`src/rtl/dsp_pkg.sv`:
```
// dsp_pkg: controller state encoding and pipeline depth helper
package dsp_pkg;
  typedef enum logic [1:0] {INIT, RUN, DRAIN} state_e;
  function automatic int calc_l(input bit b0, input bit b1, input bit m, input bit p);
    return int'(b0) + int'(b1) + int'(m) + int'(p);
  endfunction
endpackage

```
`src/rtl/dsp_tok_shift.sv`:
```
// dsp_tok_shift: valid-token shift register with advance enable and synchronous clear
module dsp_tok_shift #(
  parameter int N = 4
) (
  input  logic         clk,
  input  logic         rst,
  input  logic         adv_i,
  input  logic         din_i,
  output logic [N-1:0] tok_o
);
  logic [N-1:0] tok_q, tok_d;
  always_comb tok_d = rst ? '0 : adv_i ? N'({tok_q, din_i}) : tok_q;
  always_ff @(posedge clk) tok_q <= tok_d;
  assign tok_o = tok_q;
endmodule

```
`src/rtl/dsp_pipe_ctrl.sv`:
```
// dsp_pipe_ctrl: CE/reset sequencing and valid/ready wrapper for the DSP48A1 stage registers
module dsp_pipe_ctrl
  import dsp_pkg::*;
#(
  parameter bit B0REG = 1'b1,
  parameter bit B1REG = 1'b1,
  parameter bit MREG  = 1'b1,
  parameter bit PREG  = 1'b1
) (
  input  logic       CLK,
  input  logic       RST,
  input  logic       in_valid,
  output logic       in_ready,
  output logic       out_valid,
  input  logic       out_ready,
  input  logic       drain,
  input  logic       clr,
  output logic       CE_S1,
  output logic       CE_S2,
  output logic       CE_M,
  output logic       CE_P,
  output logic       stage_rst,
  output logic [2:0] inflight,
  output logic       busy
);
  localparam int L = calc_l(B0REG, B1REG, MREG, PREG);
  state_e state_q, state_d;
  logic [2:0] inflight_q, inflight_d;
  logic adv, ce, run, acc;
  assign adv = !(out_valid && !out_ready);
  assign ce = adv && !RST && !clr;
  assign run = state_q == RUN && !RST && !clr;
  assign acc = in_valid && in_ready;
  assign CE_S1 = B0REG && ce;
  assign CE_S2 = B1REG && ce;
  assign CE_M = MREG && ce;
  assign CE_P = PREG && ce;
  assign stage_rst = RST || clr || state_q == INIT;
  generate
    if (L == 0) begin : g_comb
      assign in_ready = out_ready && run;
      assign out_valid = in_valid && run;
    end else begin : g_pipe
      logic [L-1:0] tok;
      dsp_tok_shift #(.N(L)) u_tok (
        .clk  (CLK),
        .rst  (RST || clr),
        .adv_i(adv),
        .din_i(acc),
        .tok_o(tok)
      );
      assign out_valid = tok[L-1] && !RST;
      assign in_ready = adv && run;
    end
  endgenerate
  always_comb begin
    inflight_d = (L == 0 || clr) ? '0 : inflight_q + {2'b0, acc} - {2'b0, out_valid && out_ready};
    state_d = (clr || state_q == INIT) ? RUN :
              state_q == RUN ? (drain ? DRAIN : RUN) :
              (inflight_q == '0 ? RUN : DRAIN);
  end
  always_ff @(posedge CLK) begin
    if (RST) begin
      state_q <= INIT;
      inflight_q <= '0;
    end else begin
      state_q <= state_d;
      inflight_q <= inflight_d;
    end
  end
  assign inflight = inflight_q;
  assign busy = state_q != RUN || inflight_q != '0;
endmodule

```
`config.mk`:
```
export PLATFORM = sky130hd
export DESIGN_NAME = dsp_pipe_ctrl
export DESIGN_NICKNAME = d
export VERILOG_FILES = /design/src/rtl/dsp_pkg.sv /design/src/rtl/dsp_tok_shift.sv /design/src/rtl/dsp_pipe_ctrl.sv
export SDC_FILE = /design/constraint.sdc
export NUM_CORES = 1
export LEC_CHECK = 0
export ABC_AREA = 0
export BUFFER_PORTS_ARGS = -buffer_cell sky130_fd_sc_hd__buf_2
export CAP_MARGIN = 5
export CORE_AREA = 2 2 39 41
export CTS_BUF_LIST = sky130_fd_sc_hd__clkbuf_16
export CTS_CLUSTER_DIAMETER = 120
export DETAILED_ROUTE_END_ITERATION = 16
export DIE_AREA = 0 0 41 43
export SYNTH_ARGS = -nofsm -noshare
export SYNTH_HDL_FRONTEND = slang
export SYNTH_SLANG_ARGS = --single-unit
```
`constraint.sdc`:
```
create_clock -name CLK -period 2.2 [get_ports CLK]
set_input_delay 0.44 -clock CLK [delete_from_list [all_inputs] [get_ports CLK]]
set_output_delay 0.44 -clock CLK [all_outputs]
set_load 0.02 [all_outputs]
```
==> results.md <==
- Status: completed
- Wire length per cell: between 10 and 15 µm
- Layout cells sized above 1: a little under half
- Post-Synthesis Cells: 50
- Largest net degree at the start of global routing: 10
- Maximum vdd drop: between 0.3 and 0.4 mV
- Worst-margin pin slew: 0.365 ns
- Max cap viols: 0
- Seq pwr share: around a third
- Critical path capture point type: register
- CTS root buf: clkbuf_16
- DIE AREA: between 1500 and 2000 µm²
- DRC viols: 0
- Core ar.: approximately 1400 µm²
- Library cells used by synthesis: 22
- Pwr/cell area: around 800 nW/µm²
- Final setup viols: 0
- Skew final: ~0.0012 ns
- H-tree depth: 1
- Max transition margin: approximately three quarters
- P_sw: 0.108 mW
- Combinational family with the most area after synthesis: simple AND/OR/NAND/NOR gates
- Startpoint type of the worst setup path: register
- Synth warn: 0
- Synth Register Bits: 9
- Worst hold path cell count: 2
- Post-synth net total: slightly below 60
- Comb pwr share: 9.2%
- Top cells by count, synth: 9 x dfxtp_1, 6 x nand2_1, 5 x nor2_1
- Xor/xnor cell area share of the yosys netlist: between 1.5 and 2%
- Worst R2R Setup Slack: 0.12 ns
- Number of antenna-violating nets in the routed design: 0
- Die H: approximately 43 µm
- # IOs: 17
- Crit share post-route: around 95%
- Die X-Extent: around 41 µm
- Leak: between 0.3 and 0.4 nW
- Ant. Diodes: 0
- Placed Area: around 570 µm²
- Maximum fanout along the worst path: 3
- Clock sink total: 9
- R2r worst-path depth: 10
- Sw Share: between 20 and 25%
- Antenna violations before repair: 0
- Non-Filler Instances: 90
- First-pass GRT wire length: 1470 µm
- Number of nets in the final layout: 84
- Synthesized area per cell: between 8 and 9 µm²
- # port buffers: 16
- Asr flop ratio synth: 0%
- Vias: approximately 420
- Final hold vios: 0
- Synth top area share: 40.6%
- Final Max Tran Viols: 0
- Sequential cell area fraction in the yosys report: slightly above 40%
- Congestion Overflow GR: 0
- Placed Cells incl. Taps: 85
- Total CTS buffers: 3
- Final wirelength: between 1000 and 1500 µm
- R2R Path End: inflight[2]
- Worst skew pair latency: roughly 0.23 ns
- Largest area contributor in the netlist: dfxtp_1
- Dpl hpwl: 737 µm
- CP Launch Point: state_q[0]
- Row Count: 14
- Synth Area in Simple Gates: between 30% and 40%
- Finished Core Util: 48.5%
- Area growth from synthesis to layout: 51.0%
- GPL Wtd Cong: about 0.65
- Endpoint, Worst Hold: g_pipe.u_tok.tok_o[1]
- Vias in the first global route: slightly below 400
- Post-synthesis compound-gate area fraction: about 5.6%
- Hold Buf Count CTS: 0
- Max Fclk: roughly 480 MHz
- Starting density of the core: 32.1%
- CP Class: register to register
- Mux contribution to synthesized area: 2.54%
- Clk pwr share: about three fifths
- GRT Resource Usage Total: a little over an eighth
- Worst path required time: about 2.4 ns
- Synth Cell Area: between 400 and 500 µm²
- CTS max path bufs: 2
- Hold path start: g_pipe.u_tok.tok_o[0]
- CTS tree: built
- Pint: about 0.43 mW
- Via density: between 4 and 5
- Count leader, synth: dfxtp_1
- Setup_tns: 0 ns
- CP Data Arrival Time: approximately 2.3 ns
- EDFF count, synth: 0
- Reg-to-Reg Start: state_q[0]
- Synth Area in Adders: 10.1%
- Hold/Removal Path Class: register to register
- Final min period: 2.08 ns
- Initial DRC Count: 4
- Most used DFF post-synth: dfxtp_1
- Synth area leaders: dfxtp_1 41%, ha_1 5.6%, buf_4 5.1%
- 1st-pass router iterations: 4
- Final non-filler cell area: ~670 µm²
- Clock-pin slew on the worst setup and hold paths: 0.04 ns
-- timing repair --
action / in CTS / in global routing
buffers inserted: 0 / 1
setup endpoints to repair: 0 / 1
resized for setup: 0 / 3
-- worst max-delay path: stages, from the launching register on --
cell	delay, ns
dfxtp_1	0.34
nor2b_4	0.15
nand4_1	0.12
ha_1	0.31
inv_1	0.05
ha_1	0.13
inv_1	0.05
fa_2	0.33
xnor2_1	0.15
or3_1	0.32
nand2_1	0.06
-- layer usage --
metal	wire length [µm]	track usage, %	vias to the layer above	part of all wire, %
met1	387	13.0	193	39
met5	0	0	-	0
met2	511	20.9	15	51
met3	65	4.71	5	6.5
li1	-	-	210	-
met4	37	12.0	0	3.7
-- power groups by stage --
stage | logic (mW) | clock network (mW) | registers [mW]
finish | 0.0492 | 0.317 | 0.169
global route | 0.0537 | 0.327 | 0.169
CTS | 0.0475 | 0.319 | 0.168
detailed placement | 0.0471 | 0 | 0.171
global placement | 0.0466 | 0 | 0.171
floorplan | 0.0268 | 0 | 0.171
-- flip-flops by register name (all words and copies together) (netlist names) --
signal,count
g_pipe.u_tok.tok_o,4
inflight,3
state_q,2
-- per-stage QoR --
stage / total power, mW / hold WS, ns / setup WS [ns]
2_1_floorplan: 0.198 / 0.434 / 0.0321
3_3_place_gp: 0.217 / 0.448 / -0.0648
3_5_place_dp: 0.218 / 0.463 / -0.114
4_1_cts: 0.535 / 0.469 / 0.0347
5_1_grt: 0.550 / 0.480 / -0.0157
6_report: 0.535 / 0.465 / 0.120
-- layout by cell type (no fill, tap or decap), drive strengths merged, types with 2 or more instances in the layout --
cell and count:
buf 23, dfxtp 9, nand2 6, nor2 6, nand3 4, o21ai 3, inv 3, clkbuf 3
and2 2, ha 2, nor2b 2
-- how the worst max path moves through the flow --
stage                  end  slack [ns]  cells past startpoint
3_5_place_dp   inflight[2]       -0.11                     11
2_1_floorplan  inflight[2]        0.03                     10
6_report       inflight[2]        0.12                     10
3_3_place_gp   inflight[2]       -0.06                     11
4_1_cts        inflight[2]        0.03                     10
5_1_grt        inflight[2]       -0.02                     10
-- layout make-up --
class / count / area, µm²
Sequential cell: 9 / 180
Fill cell: 133 / 713
Tap cell: 16 / 20.0
Timing Repair Buffer: 23 / 133
Multi-Input combinational cell: 36 / 251
Clock inverter: 1 / 3.75
Clock buffer: 3 / 75.1
Inverter: 2 / 7.51
-- kinds of logic after synthesis --
kind of cell / count (synthesis)
multiplexers: 1
AND/OR/NAND/NOR: 27
adder cells (fa/ha/maj): 3
AO/OA/AOI/OAI: 4
XOR/XNOR: 1
buffers and inverters: 5
flip-flops: 9
Power figures use the tool's default switching activity.
